<file path="src/rtl/gpio_in_conditioner_if.sv">
// Pin, configuration and status bundle for gpio_in_conditioner.
// master drives pins/config, slave is the conditioner itself.
interface gpio_in_conditioner_if #(
  parameter int NumInputs = 16,
  parameter int CntWidth  = 16
);
  logic [NumInputs-1:0] pins_i;
  logic [CntWidth-1:0]  debounce_cycles_i;
  logic [NumInputs-1:0] debounce_en_i;
  logic [NumInputs-1:0] rise_ie_i;
  logic [NumInputs-1:0] fall_ie_i;
  logic [NumInputs-1:0] intr_clear_i;
  logic [NumInputs-1:0] state_o;
  logic [NumInputs-1:0] rise_o;
  logic [NumInputs-1:0] fall_o;
  logic [NumInputs-1:0] intr_status_o;
  logic                 irq_o;

  modport master (
    output pins_i,
    output debounce_cycles_i,
    output debounce_en_i,
    output rise_ie_i,
    output fall_ie_i,
    output intr_clear_i,
    input  state_o,
    input  rise_o,
    input  fall_o,
    input  intr_status_o,
    input  irq_o
  );

  modport slave (
    input  pins_i,
    input  debounce_cycles_i,
    input  debounce_en_i,
    input  rise_ie_i,
    input  fall_ie_i,
    input  intr_clear_i,
    output state_o,
    output rise_o,
    output fall_o,
    output intr_status_o,
    output irq_o
  );
endinterface

</file>
<file path="src/rtl/gpio_in_conditioner.sv">
// GPIO input conditioner: polarity fix, sync, debounce,
// edge detect and sticky W1C interrupt status per channel.
module gpio_in_conditioner #(
  parameter int NumInputs  = 16,
  parameter int CntWidth   = 16,
  parameter int SyncStages = 2,
  parameter logic [NumInputs-1:0] ActiveLowMask = '1
) (
  input logic clk_sys_i,
  input logic rst_sys_ni,
  gpio_in_conditioner_if.slave io
);

  localparam int N = NumInputs;

  logic [N-1:0] sync_q [SyncStages];
  logic [N-1:0] logic_in;
  logic [N-1:0] sync;
  logic [N-1:0] state_q;
  logic [N-1:0] state_d;
  logic [N-1:0] rise_q;
  logic [N-1:0] fall_q;
  logic [N-1:0] status_q;
  logic [N-1:0] status_d;

  assign logic_in = io.pins_i ^ ActiveLowMask;
  assign sync     = sync_q[SyncStages-1];

  always_ff @(posedge clk_sys_i) begin
    if (!rst_sys_ni) begin
      for (int s = 0; s < SyncStages; s++) begin
        sync_q[s] <= '0;
      end
    end else begin
      sync_q[0] <= logic_in;
      for (int s = 1; s < SyncStages; s++) begin
        sync_q[s] <= sync_q[s-1];
      end
    end
  end

  for (genvar i = 0; i < N; i++) begin : g_ch
    logic [CntWidth-1:0] cnt_q;
    logic [CntWidth-1:0] cnt_nxt;
    logic [CntWidth:0]   thr;
    logic [CntWidth:0]   cnt_inc;
    logic                state_nxt;

    // Extra bit keeps cnt+1 from wrapping at the top of range.
    assign thr = (io.debounce_en_i[i] &&
                  io.debounce_cycles_i != '0)
               ? {1'b0, io.debounce_cycles_i}
               : (CntWidth+1)'(1);
    assign cnt_inc = {1'b0, cnt_q} + (CntWidth+1)'(1);

    always_comb begin
      state_nxt = state_q[i];
      cnt_nxt   = cnt_q;
      if (sync[i] == state_q[i]) begin
        cnt_nxt = '0;
      end else if (cnt_inc >= thr) begin
        state_nxt = sync[i];
        cnt_nxt   = '0;
      end else begin
        cnt_nxt = cnt_inc[CntWidth-1:0];
      end
    end

    always_ff @(posedge clk_sys_i) begin
      if (!rst_sys_ni) begin
        cnt_q <= '0;
      end else begin
        cnt_q <= cnt_nxt;
      end
    end

    assign state_d[i] = state_nxt;
  end

  // Set wins over a simultaneous clear.
  assign status_d = (rise_q & io.rise_ie_i)
                  | (fall_q & io.fall_ie_i)
                  | (status_q & ~io.intr_clear_i);

  always_ff @(posedge clk_sys_i) begin
    if (!rst_sys_ni) begin
      state_q  <= '0;
      rise_q   <= '0;
      fall_q   <= '0;
      status_q <= '0;
    end else begin
      state_q  <= state_d;
      rise_q   <= state_d & ~state_q;
      fall_q   <= ~state_d & state_q;
      status_q <= status_d;
    end
  end

  assign io.state_o       = state_q;
  assign io.rise_o        = rise_q;
  assign io.fall_o        = fall_q;
  assign io.intr_status_o = status_q;
  assign io.irq_o         = |status_q;

endmodule

</file>
<file path="src/flat_wrapper.sv">
// flat-port wrapper written by rule: the top's interface ports become plain ports
module gpio_in_conditioner_flat 
#(
  parameter int NumInputs  = 16,
  parameter int CntWidth   = 16,
  parameter int SyncStages = 2,
  parameter logic [NumInputs-1:0] ActiveLowMask = '1
)
  (clk_sys_i, rst_sys_ni, io_pins_i, io_debounce_cycles_i, io_debounce_en_i, io_rise_ie_i, io_fall_ie_i, io_intr_clear_i, io_state_o, io_rise_o, io_fall_o, io_intr_status_o, io_irq_o);
  gpio_in_conditioner_if #(.NumInputs(NumInputs), .CntWidth(CntWidth)) io_i ();
  input logic clk_sys_i;
  input logic rst_sys_ni;
  input wire logic [$bits(io_i.pins_i)-1:0] io_pins_i;
  input wire logic [$bits(io_i.debounce_cycles_i)-1:0] io_debounce_cycles_i;
  input wire logic [$bits(io_i.debounce_en_i)-1:0] io_debounce_en_i;
  input wire logic [$bits(io_i.rise_ie_i)-1:0] io_rise_ie_i;
  input wire logic [$bits(io_i.fall_ie_i)-1:0] io_fall_ie_i;
  input wire logic [$bits(io_i.intr_clear_i)-1:0] io_intr_clear_i;
  output wire logic [$bits(io_i.state_o)-1:0] io_state_o;
  output wire logic [$bits(io_i.rise_o)-1:0] io_rise_o;
  output wire logic [$bits(io_i.fall_o)-1:0] io_fall_o;
  output wire logic [$bits(io_i.intr_status_o)-1:0] io_intr_status_o;
  output wire logic [$bits(io_i.irq_o)-1:0] io_irq_o;
  assign io_i.pins_i = io_pins_i;
  assign io_i.debounce_cycles_i = io_debounce_cycles_i;
  assign io_i.debounce_en_i = io_debounce_en_i;
  assign io_i.rise_ie_i = io_rise_ie_i;
  assign io_i.fall_ie_i = io_fall_ie_i;
  assign io_i.intr_clear_i = io_intr_clear_i;
  assign io_state_o = io_i.state_o;
  assign io_rise_o = io_i.rise_o;
  assign io_fall_o = io_i.fall_o;
  assign io_intr_status_o = io_i.intr_status_o;
  assign io_irq_o = io_i.irq_o;
  gpio_in_conditioner #(.NumInputs(NumInputs), .CntWidth(CntWidth), .SyncStages(SyncStages), .ActiveLowMask(ActiveLowMask)) u_core (.clk_sys_i(clk_sys_i), .rst_sys_ni(rst_sys_ni), .io(io_i));
endmodule
</file>
<file path="config.mk">
export PLATFORM = sky130hd
export DESIGN_NAME = gpio_in_conditioner_flat
export DESIGN_NICKNAME = d
export VERILOG_FILES = /design/src/rtl/gpio_in_conditioner_if.sv /design/src/rtl/gpio_in_conditioner.sv /design/src/flat_wrapper.sv
export SDC_FILE = /design/constraint.sdc
export NUM_CORES = 1
export LEC_CHECK = 0
export BUFFER_PORTS_ARGS = -buffer_cell sky130_fd_sc_hd__buf_2
export CAP_MARGIN = 15
export CELL_PAD_IN_SITES_DETAIL_PLACEMENT = 0
export CELL_PAD_IN_SITES_GLOBAL_PLACEMENT = 2
export CORE_MARGIN = 5
export CORE_UTILIZATION = 38
export DETAILED_ROUTE_END_ITERATION = 7
export PLACE_DENSITY_LB_ADDON = 0.25
export REMOVE_ABC_BUFFERS = 1
export SLEW_MARGIN = 20
export SYNTH_ARGS = -nofsm -noshare
export SYNTH_HDL_FRONTEND = slang
export SYNTH_SLANG_ARGS = --single-unit
</file>
<file path="constraint.sdc">
create_clock -name clk_sys_i -period 5.16 [get_ports clk_sys_i]
set_input_delay 0.774 -clock clk_sys_i [delete_from_list [all_inputs] [get_ports clk_sys_i]]
set_output_delay 0.774 -clock clk_sys_i [all_outputs]
set_load 0.01 [all_outputs]
</file>
After elaboration in Yosys (flattened, before gate mapping)
Memory sizes are Yosys's and may differ from the RTL's.
Cells that the tools add are included.
W data, S select, Z words.
{ "op_classes": {"n_addsub": 16, "magnitude_cmp": 16, "eq_ne": 16, "mux": 52, "bitwise_logic": 14, "n_reduce_logical": 34} }
{ "op_table": {"columns": ["op", "count"], "rows": [
  ["$mux W16", 18],
  ["$add A16 B1 Y17 const B", 16],
  ["$ge A17 B17 Y1", 16],
  ["$and A16 B16 Y16", 5],
  ["$not A16 Y16", 4],
  ["$reduce_or A3 Y1", 16],
  ["$mux W1", 34],
  ["$or A16 B16 Y16", 2],
  ["$eq A1 B1 Y1", 16],
  ["$logic_and A1 B1 Y1", 16],
  ["$reduce_bool A16 Y1", 1],
  ["$reduce_or A16 Y1", 1],
  ["$or A1 B1 Y1", 2],
  ["$not A1 Y1", 1]
]} }
{ "word_totals": {"ff_bits": 320, "mem_bits_rw": 32, "input_bits": 98, "out_inout_bits": 65, "elab_cells": 169, "mem_count": 1} }
{ "mem_list": {"columns": ["name", "depth", "word_bits", "read_ports", "rd_ports_with_merged_regs", "write_ports", "line", "source"], "rows": [
  ["u_core.sync_q", 2, 16, 2, 0, 2, "gpio_in_conditioner.sv:16", "logic [N-1:0] sync_q [SyncStages];"]
]} }

Logic depth before layout (Yosys ltp)
Gate-level depths: netlist of the first run.
{ "logic_depth": {"depth_word": 8, "ltp_mapped": 16, "ltp_nobuf": 14} }

Least setup slack after synthesis of the first run
No wires, ideal clock.
{ "synth_timing": {"path_kind": "input-to-reg", "from": "input io_debounce_cycles_i[10]", "to": "register u_core.g_ch[15].cnt_q[10]", "setup_time_ns": 0.065, "arrival_time_ns": 3.872, "required_time_ns": 5.095, "slack_ns": 1.222, "path_stages": 16, "n_path_buf": 4, "path_cell_list": "buf_1 nor4_1 nand4_1 clkbuf_1 and2_1 clkbuf_1 nand2_1 ha_1 a21oi_1 o21ai_0 or4_1 o21ai_0 o211ai_1 or3_4 buf_2 nor2b_1"} }
{ "synth_between": {"elab_chain_len": 5} }
{ "synth_lines": {"columns": ["element", "line", "source"], "rows": [
  ["from (decl)", "flat_wrapper.sv:14", "input wire logic [$bits(io_i.debounce_cycles_i)-1:0] io_debounce_cycles_i;"],
  ["$reduce_bool A16 Y1", "gpio_in_conditioner.sv:51", "io.debounce_cycles_i != '0)"],
  ["$logic_and A1 B1 Y1", "gpio_in_conditioner.sv:50", "assign thr = (io.debounce_en_i[i] &&"],
  ["$mux W16 (*)", "gpio_in_conditioner.sv:52", "? {1'b0, io.debounce_cycles_i}"],
  ["$ge A17 B17 Y1 (*)", "gpio_in_conditioner.sv:61", "end else if (cnt_inc >= thr) begin"],
  ["$reduce_or A3 Y1 (no source line) (*)", null, null],
  ["to (signal assigned)", "gpio_in_conditioner.sv:73", "cnt_q <= cnt_nxt;"],
  ["to (decl)", "gpio_in_conditioner.sv:43", "logic [CntWidth-1:0] cnt_q;"]
]} }
Every way passes the cells marked *; elsewhere a longest branch is shown, timed or not.
A chain may end at the register's enable or synchronous reset.

Worst setup path in the final report of the first run
{ "layout_timing": {"from": "input io_debounce_cycles_i[15]", "to": "register u_core.g_ch[15].cnt_q[3]"} }
Same word-level chain as after synthesis.

==> metrics.txt, run 1 <==
die area 59,600 sq um; mux contribution to synthesized area 0.000962; largest net degree at the start of global routing 66; slew margin rel. 0.449; H-tree levels 2; fin crit share 0.709; core area 54,000 sq um; Hold EP u_core.sync_q[0][14]; Worst EP arrival 4.16 ns; largest family of logic cells by synthesized area simple AND/OR/NAND/NOR gates; layout cells sized above 1 0.123; Routed Antenna Nets 0; sequential area share after synthesis 0.339; Post-Syn Instances 2,415; final setup fails 0; RD Place Congestion 0.823; Primary FF master, synth dfxtp_1; via count 17,100; Simple-Gate Fraction of Synth Area 0.288; worst path cell trace buf_2 > nor4_1 > buf_4 > nand4_1 > buf_4 > and2_1 > nand2_1 > ha_1 > a21oi_1 > o21ai_0 > or4_1 > o21ai_0 > o211ai_1 > or3_4 > nor2b_1; crit path buf inv count 3; postcts setup bufs 0; final hold vios 0; GRT Overall Usage 0.192; critical path's largest stage delay 0.50 ns; Compound-Gate Fraction of Synth Area 0.0811; Synth Register Bits 352; CP Capture Type flip-flop; post-layout util 0.445; total gr overflow 0; detailed-route DRC error count 0; Pwr Density 266 nW/um^2; FF-to-FF Start u_core.g_ch[10].cnt_q[0]; Final nets 2,962; Async S/R FF share, synth 0; fin worst setup slack 1.50 ns; initial antenna violation count 3; DRT Wirelength 58,200 um; Tmin final 3.66 ns; HP Start io_pins_i[14]; detailed placer's ending HPWL 40,800 um; # clock sinks 352; max-cap viol count 0; vias per inst 5.14; Root Driver clkbuf_16; Crit Path Max Fanout 16; placement-stage cell area 22,600 sq um; Top delay family on crit path simple AND/OR/NAND/NOR gates; yosys warns 0; most common cell after layout, fill and taps aside nand2_1; peak supply drop 0.204 mV; layout filler cell count 5,395; first-pass GRT wire length 91,600 um; most frequent cells in the layout nand2_1, dfxtp_1, ha_1, nor2b_1, buf_2; # port buffers 162; kind of start point of the critical path primary input; Worst Hold Class in2reg; EDFF count, synth 0; leak pwr 10.9 nW; initial core utilization 0.385; Multi-input gate area 13,200 sq um; Setup Skew 0.00956 ns; Die Y 244 um; Design Area, Final 24,100 sq um; register clock-pin slew on the reported worst setup and hold paths 0.06 ns; status finished clean; slew at the pin closest to its max-slew limit 0.820 ns; reg2reg end u_core.g_ch[10].cnt_q[2]; Site Rows 85; register area 7050 sq um; r2r worst-path depth 15; IO Count 163; f_max 273 MHz; setup_tns 0 ns; synthesis-to-layout area growth 15.6%; Die X 244 um; Avg Inst Size Synth 8.62 sq um; clock buffer depth 3; TritonRoute pass-1 iters 5; CTS tree built; R2R Setup Slk 1.52 ns; clk_lat worst skew 0.57 ns; post-CTS resize count 0; Max stage delay cell, worst path or3_4; DP Worst Slack 0.924 ns; vias in the first global route 17,000; Worst Path Required 5.66 ns; detailed router's first-iteration violation count 877; hold-critical path depth 2; Setup CP Type in2reg; XOR/XNOR Fraction of Synth Area 0.101; Post-Syn Area 20,800 sq um; Wirelength per Cell 17.5 um; Adder-Cell Fraction of Synth Area 0.163; Netlist cell types 67; # hold bufs at CTS 0; number of CTS-inserted buffers 45; Pins Over Slew Limit 0; unrepaired setup endpoints after global routing false
cells in the mapped netlist, drive strengths merged, types with 43 or more instances:
cell | count | share of area
and3 | 54 | 0.016
nor2 | 155 | 0.028
xor2 | 89 | 0.037
inv | 64 | 0.012
and2 | 43 | 0.013
nand2 | 362 | 0.065
dfxtp | 352 | 0.34
xnor2 | 150 | 0.063
a21oi | 67 | 0.016
nor2b | 214 | 0.067
nand3 | 138 | 0.033
clkbuf | 58 | 0.010
a21o | 53 | 0.019
ha | 272 | 0.16
nand4 | 60 | 0.018
report_power, final:
group          switching, mW  internal, mW
Clock                   1.23          1.97
Combinational          0.288         0.167
Sequential            0.0133          2.74
Total                   1.53          4.87
registers in the layout, summed over array words and instances (netlist names):
| name | count |
|---|---|
| u_core.io.state_o | 16 |
| u_core.io.fall_o | 16 |
| u_core.g_ch.cnt_q | 256 |
| u_core.sync_q | 32 |
| u_core.io.rise_o | 16 |
| u_core.io.intr_status_o | 16 |
final cells by class:
class / count / area share
repair buffers: 211 / 0.0500
well taps: 696 / 0.0362
clock buffers: 58 / 0.0509
inverters: 64 / 0.00998
multi-input cells: 1918 / 0.549
clock inverters: 22 / 0.0112
diodes: 1 / 0.000104
flip-flops and latches: 352 / 0.293
logic make-up (layout without fill, tap and decap cells):
| logic type | Yosys count | count (layout) |
|---|---|---|
| other cells | 0 | 1 |
| simple gates | 1162 | 1162 |
| fa+ha+maj | 272 | 272 |
| buf+inv | 145 | 355 |
| compound gates | 243 | 243 |
| mux | 2 | 2 |
| xor+xnor | 239 | 239 |
| flops | 352 | 352 |
stage by stage:
stage | power (mW) | cells | hold WS [ns]
2_1_floorplan | 3.04 | 2334 | 0.412
3_3_place_gp | 3.26 | 3241 | 0.414
3_5_place_dp | 3.27 | 3241 | 0.419
4_1_cts | 6.52 | 3321 | 0.317
5_1_grt | 6.68 | 3321 | 0.324
6_report | 6.40 | 3322 | 0.356
how the worst max path moves through the flow:
stage / startpoint / endpoint / slack, ns / cells past startpoint
finish: io_debounce_cycles_i[15] / u_core.g_ch[15].cnt_q[3] / 1.50 / 15
global route: u_core.g_ch[10].cnt_q[0] / u_core.g_ch[10].cnt_q[4] / 1.21 / 15
CTS: io_debounce_cycles_i[9] / u_core.g_ch[1].cnt_q[2] / 1.52 / 16
detailed placement: io_debounce_cycles_i[9] / u_core.g_ch[1].cnt_q[2] / 0.92 / 16
global placement: io_debounce_cycles_i[10] / u_core.g_ch[1].cnt_q[4] / 0.98 / 16
floorplan: io_debounce_cycles_i[10] / u_core.g_ch[10].cnt_q[15] / 1.32 / 12
routing by layer:
metal | wire [um] | GRT usage | part of all wire | up-vias
li1 | - | - | - | 8671
met1 | 26900 | 0.247 | 0.46 | 8007
met2 | 26500 | 0.324 | 0.46 | 303
met3 | 2990 | 0.0412 | 0.051 | 91
met4 | 1790 | 0.0581 | 0.031 | 2
met5 | 12 | 0 | 0.00021 | -
(Power assumes the default switching activity.)
==> run 2: changes to the inputs <==
==> constraint.sdc (replaced) <==
create_clock -name clk_sys_i -period 3.8 [get_ports clk_sys_i]
set_input_delay 0.57 -clock clk_sys_i [delete_from_list [all_inputs] [get_ports clk_sys_i]]
set_output_delay 0.57 -clock clk_sys_i [all_outputs]
set_load 0.01 [all_outputs]
==> metrics.txt, run 2 (same netlist as run 1, synthesis figures left out) <==
reg2reg end u_core.g_ch[15].cnt_q[10] (was u_core.g_ch[10].cnt_q[2]); DRT Wirelength 58,800 um (was 58,200 um); # clock sinks 352 (unchanged); leak pwr 11.4 nW (was 10.9 nW); P_int 7.02 mW (was 4.87 mW); CTS tree built (unchanged); Die X 244 um (unchanged); layout cells sized above 1 0.148 (was 0.123); most common cell after layout, fill and taps aside nand2_1 (unchanged); clock group share of total power 0.518 (was 0.499); leading registers by flop count u_core.g_ch.cnt_q x256, u_core.sync_q x32 (unchanged); f_max 286 MHz; largest net degree at the start of global routing 62 (was 66); number of CTS-inserted buffers 44 (was 45); combinational group share of total power 0.073 (was 0.071); Site Rows 85 (unchanged); HP Start io_pins_i[15] (was io_pins_i[14]); Pwr Density 368 nW/um^2 (was 266 nW/um^2); fin crit share 0.921; Multi-input gate area 13,200 sq um (about the same); FF-to-FF Start u_core.g_ch[15].cnt_q[0] (was u_core.g_ch[10].cnt_q[0]); Routed Antenna Nets 0 (unchanged); slew at the pin closest to its max-slew limit 0.774 ns (was 0.820 ns); detailed-route DRC error count 0 (unchanged); H-tree levels 2 (unchanged); Tmin final 3.50 ns; unrepaired setup endpoints after global routing false (unchanged); Setup CP Type reg2reg (was in2reg); hold-critical path depth 2 (unchanged); initial antenna violation count 3 (unchanged); detailed placer's ending HPWL 42,200 um (was 40,800 um); synthesis-to-layout area growth 19.0% (was 15.6%); sequential share of power 0.409 (was 0.430); post-layout util 0.458 (was 0.445); TritonRoute pass-1 iters 5 (unchanged); r2r worst-path depth 13 (was 15); slew margin rel. 0.484 (was 0.449); # port buffers 162 (unchanged); peak supply drop 0.288 mV (was 0.204 mV); register area 7050 sq um (unchanged); fin cells 3,390 (was 3,322); Pins Over Slew Limit 0 (unchanged); RD Place Congestion 0.796 (was 0.823); clock buffer depth 3 (unchanged); Root Driver clkbuf_16 (unchanged); Die Y 244 um (unchanged); dpl cells 3,310 (was 3,241); max reg flops 256 (unchanged); total power 9.12 mW (was 6.40 mW); Worst Hold Class in2reg (unchanged); postcts setup bufs 0 (unchanged); net load switching power 2.10 mW (was 1.53 mW); max-cap viol count 0 (unchanged); Hold EP u_core.sync_q[0][15] (was u_core.sync_q[0][14]); most frequent cells in the layout nand2_1, dfxtp_1, ha_1, nor2b_1, buf_2 (unchanged); register clock-pin slew on the reported worst setup and hold paths 0.06 ns (about the same); sw frac 0.230 (was 0.239); CP Capture Type flip-flop (unchanged); total gr overflow 0 (unchanged); R2R Setup Slk 0.30 ns (was 1.52 ns); detailed router's first-iteration violation count 831 (was 877); final setup fails 0 (unchanged); Wirelength per Cell 17.4 um (was 17.5 um); initial core utilization 0.385 (unchanged); ant diodes 0 (was 1); vias per inst 5.09 (was 5.14); die area 59,600 sq um (unchanged); status finished clean (unchanged); Crit Path Max Fanout 16 (unchanged); crit path launch u_core.g_ch[15].cnt_q[0] (was io_debounce_cycles_i[15]); core area 54,000 sq um (unchanged); Worst EP arrival 4.00 ns (was 4.16 ns); via count 17,200 (was 17,100); fin worst setup slack 0.300 ns (was 1.50 ns); first-pass GRT wire length 93,700 um (was 91,600 um); vias in the first global route 17,300 (was 17,000); kind of start point of the critical path flip-flop (was primary input); clk_lat worst skew 0.57 ns (about the same); layout filler cell count 5,260 (was 5,395); IO Count 163 (unchanged); Worst Path Required 4.30 ns (was 5.66 ns); final hold vios 0 (unchanged); Largest Register u_core.g_ch.cnt_q (unchanged); GRT Overall Usage 0.195 (was 0.192); Setup Skew 0.00952 ns (was 0.00956 ns); DP Worst Slack -0.221 ns (was 0.924 ns); Final nets 3,030 (was 2,962); setup_tns 0 ns (unchanged)
run 2: worst max-delay path by stage:
stage	to	slack (ns)	cells past startpoint
2_1_floorplan	u_core.g_ch[10].cnt_q[15]	0.17	12
3_3_place_gp	u_core.g_ch[5].cnt_q[7]	-0.22	16
3_5_place_dp	u_core.g_ch[5].cnt_q[14]	-0.22	16
4_1_cts	u_core.g_ch[13].cnt_q[13]	0.26	14
5_1_grt	u_core.g_ch[10].cnt_q[15]	0.02	15
6_report	u_core.g_ch[15].cnt_q[10]	0.30	13
run 2: area by class of cell:
class                      count  share of cell area
clock buffer                  63              0.0538
inverter                      64             0.00970
clock inverter                17              0.0127
sequential                   352               0.284
timing repair buffer         280              0.0705
tap                          696              0.0352
multi-input combinational   1918               0.534
run 2: power by group through the flow:
stage	clock network, mW	registers, mW	logic, mW
floorplan	0	3.81	0.318
global placement	0	3.81	0.663
detailed placement	0	3.81	0.674
CTS	4.87	3.73	0.679
global route	5.00	3.73	0.754
finish	4.72	3.73	0.668
run 2: through the flow:
stage / area [sq um] / hold slack, ns
after floorplan: 20500 / 0.412
after global placement: 23100 / 0.414
after detailed placement: 23100 / 0.419
after CTS: 24700 / 0.0994
after global routing: 24800 / 0.122
final: 24800 / 0.142
run 2: timing repair:
action | 4_1_cts | 5_1_grt
gates resized for setup | 0 | 4
endpoints found under the setup margin | 0 | 19
hold buffers | 0 | 0
run 2: worst max-delay path, cell delays in order (launching register included):
cell and delay, ns:
dfxtp_1 0.41, ha_1 0.24, nand2_1 0.07, nor2_1 0.14, and3_1 0.30, xor2_1 0.26
ha_1 0.30, a21oi_1 0.13, o21ai_0 0.12, or4_1 0.46, o21ai_0 0.19, o211ai_1 0.16
or3_4 0.50, nor2b_1 0.15
run 2: routing by layer:
layer	up-vias	global-route usage	part of all wire
li1	8812	-	-
met1	8051	0.263	0.48
met2	269	0.317	0.44
met3	115	0.0365	0.043
met4	2	0.0634	0.035
met5	-	0	0.00022
==> run 3: changes to the inputs <==
--- a/config.mk
+++ b/config.mk
@@ -5,12 +5,13 @@
 export SDC_FILE = /design/constraint.sdc
 export NUM_CORES = 1
 export LEC_CHECK = 0
+export ABC_AREA = 1
 export BUFFER_PORTS_ARGS = -buffer_cell sky130_fd_sc_hd__buf_2
 export CAP_MARGIN = 15
 export CELL_PAD_IN_SITES_DETAIL_PLACEMENT = 0
 export CELL_PAD_IN_SITES_GLOBAL_PLACEMENT = 2
 export CORE_MARGIN = 5
-export CORE_UTILIZATION = 38
+export CORE_UTILIZATION = 35
 export DETAILED_ROUTE_END_ITERATION = 7
 export PLACE_DENSITY_LB_ADDON = 0.25
 export REMOVE_ABC_BUFFERS = 1
==> metrics.txt, run 3 <==
Die X 269 um (was 244 um); Post-Syn Area 23,600 sq um (was 20,800 sq um); kind of start point of the critical path flip-flop (unchanged); largest net degree at the start of global routing 30 (was 62); Site Rows 95 (was 85); most common cell after layout, fill and taps aside nand2_1 (unchanged); Tmin final 3.16 ns (was 3.50 ns); initial core utilization 0.352 (was 0.385); Worst EP arrival 3.65 ns (was 4.00 ns); most frequent cells in the layout nand2_1, nor2_1, inv_1, dfxtp_1, ha_1 (was nand2_1, dfxtp_1, ha_1, nor2b_1, buf_2); Synth top cells by count nand2_1, nor2_1, inv_1 (was nand2_1, dfxtp_1, ha_1); clock group share of total power 0.501 (was 0.518); combinational group share of total power 0.088 (was 0.073); clk_lat worst skew 0.58 ns (was 0.57 ns); final setup fails 0 (unchanged); top cell type by total area after synthesis dfxtp_1 (unchanged); H-tree levels 2 (unchanged); core area 66,900 sq um (was 54,000 sq um); top cells by area, synth dfxtp_1, ha_1, nand2_1 (unchanged); placement-stage cell area 25,200 sq um (was 23,100 sq um); sw frac 0.254 (was 0.230); Worst Path Required 4.29 ns (was 4.30 ns); # clock sinks 352 (unchanged); synthesis-to-layout area growth 13.8% (was 19.0%); RD Place Congestion 0.820 (was 0.796); initial antenna violation count 0 (was 3); vias in the first global route 20,100 (was 17,300); vias per inst 4.65 (was 5.09); status finished clean (unchanged); Crit Path Max Fanout 15 (was 16); Final nets 3,917 (was 3,030); slew at the pin closest to its max-slew limit 1.01 ns (was 0.774 ns); dpl cells 4,371 (was 3,310); sequential share of power 0.411 (was 0.409); setup_tns 0 ns (unchanged); # port buffers 162 (unchanged); # hold bufs at CTS 0 (unchanged); Root Driver clkbuf_16 (unchanged); Setup Skew 0.0132 ns (was 0.00952 ns); die area 72,600 sq um (was 59,600 sq um); peak supply drop 0.263 mV (was 0.288 mV); f_max 316 MHz (was 286 MHz); yosys warns 0 (unchanged); cell with the most instances after synthesis nand2_1 (unchanged); Post-Syn Instances 3,374 (was 2,415); IO Count 163 (unchanged); register clock-pin slew on the reported worst setup and hold paths 0.06 ns (about the same); Synth Register Bits 352 (unchanged); TritonRoute pass-1 iters 8 (was 5); Async S/R FF share, synth 0 (unchanged); top-area cell type share of the netlist area 0.299 (was 0.339); Primary FF master, synth dfxtp_1 (unchanged); CTS tree built (unchanged); DRT Wirelength 67,400 um (was 58,800 um); max-cap viol count 0 (unchanged); EDFF count, synth 0 (unchanged); number of CTS-inserted buffers 47 (was 44); Die Y 269 um (was 244 um); Largest Register u_core.g_ch.cnt_q (unchanged); fin crit share 0.833 (was 0.921); final hold vios 0 (unchanged); Routed Antenna Nets 0 (unchanged); Netlist cell types 48 (was 67); slew margin rel. 0.325 (was 0.484); Wirelength per Cell 15.1 um (was 17.4 um); Design Area, Final 26,800 sq um (was 24,800 sq um); leading registers by flop count u_core.g_ch.cnt_q x256, u_core.sync_q x32 (unchanged); net load switching power 2.31 mW (was 2.10 mW); detailed-route DRC error count 0 (unchanged); Pins Over Slew Limit 0 (unchanged); postcts setup bufs 0 (unchanged); unrepaired setup endpoints after global routing false (unchanged); layout cells sized above 1 0.125 (was 0.148); max reg flops 256 (unchanged); via count 20,700 (was 17,200); detailed placer's ending HPWL 48,600 um (was 42,200 um); Avg Inst Size Synth 6.98 sq um (was 8.62 sq um); leak pwr 13.0 nW (was 11.4 nW); detailed router's first-iteration violation count 1,007 (was 831); GRT Overall Usage 0.181 (was 0.195); clock buffer depth 3 (unchanged); fin cells 4,457 (was 3,390); Pwr Density 340 nW/um^2 (was 368 nW/um^2); first-pass GRT wire length 106,000 um (was 93,700 um); Setup CP Type reg2reg (unchanged); P_int 6.80 mW (was 7.02 mW); total gr overflow 0 (unchanged); Worst Hold Class in2reg (unchanged); Fin Hold WS 0.142 ns (about the same); sequential area share after synthesis 0.299 (was 0.339); ant diodes 0 (unchanged); post-CTS resize count 0 (unchanged); CP Capture Type flip-flop (unchanged); post-layout util 0.401 (was 0.458)
## run 3: changes by cell type after synthesis, moves of 43 or more
cell / before / now
a21o_1: 53 / 9
and3_1: 53 / 10
inv_1: 64 / 532
nand2_1: 362 / 752
nand2_2: 0 / 103
nor2_1: 154 / 546
nor2b_1: 197 / 4
xnor2_1: 150 / 27
xor2_1: 89 / 141
## run 3: path summary, 6_finish.rpt
check	depth (start not counted)	from	end	slack [ns]
min reg2reg	2	u_core.sync_q[0][3]	u_core.sync_q[0][19]	0.41
max reg2reg	16	u_core.g_ch[14].cnt_q[0]	u_core.g_ch[14].cnt_q[2]	0.64
min	2	io_pins_i[2]	u_core.sync_q[0][2]	0.14
max	16	u_core.g_ch[14].cnt_q[0]	u_core.g_ch[14].cnt_q[2]	0.64
## run 3: worst max-delay path, cell delays in order, from the launching register on
cell and delay [ns]:
dfxtp_1 0.44, ha_1 0.20, nand2_1 0.06, inv_2 0.07, nand2_1 0.09, nor2_2 0.18, nand3_1 0.18, or2_2 0.33
xor2_1 0.23, ha_1 0.29, a21o_1 0.19, a21oi_1 0.11, o21ai_0 0.10, nor2_1 0.13, nand4_1 0.11, buf_4 0.22
nor3_1 0.15
## run 3: area by class of cell
cell class	count	area [sq um]
clock buffer	69	1400
clock inverter	17	190
fill	6987	40100
inverter	534	2000
multi-input combinational	2413	14000
sequential	352	7050
tap	873	1090
timing repair buffer	199	1130
## run 3: power groups by stage
stage	clock network [mW]	registers (mW)	logic (mW)
2_1_floorplan	0	3.82	0.456
3_3_place_gp	0	3.83	0.799
3_5_place_dp	0	3.83	0.814
4_1_cts	4.74	3.75	0.818
5_1_grt	4.88	3.75	0.912
6_report	4.57	3.75	0.801
## run 3: cell families after synthesis
| family | share of synthesized area |
|---|---|
| AOI/OAI and AO/OA | 0.0512 |
| xor gates and xnor gates | 0.0625 |
| adders and majority gates | 0.144 |
| buffers and inverters | 0.109 |
| DFF | 0.299 |
| and+or+nand+nor | 0.334 |
## run 3: per-stage QoR
| step | power (mW) | worst slack [ns] |
|---|---|---|
| global route | 9.54 | 0.262 |
| CTS | 9.31 | 0.538 |
| floorplan | 4.28 | 0.0536 |
| detailed placement | 4.64 | -0.102 |
| finish | 9.12 | 0.636 |
| global placement | 4.63 | -0.0468 |
## run 3: metal layers
metal  routed length (um)  global-route usage  vias to the layer above
li1                     -                   -                    10900
met1                32200               0.240                     9403
met2                30300               0.303                      321
met3                 2730              0.0280                      102
met4                 2150              0.0549                        0
met5                    0                   0                        -
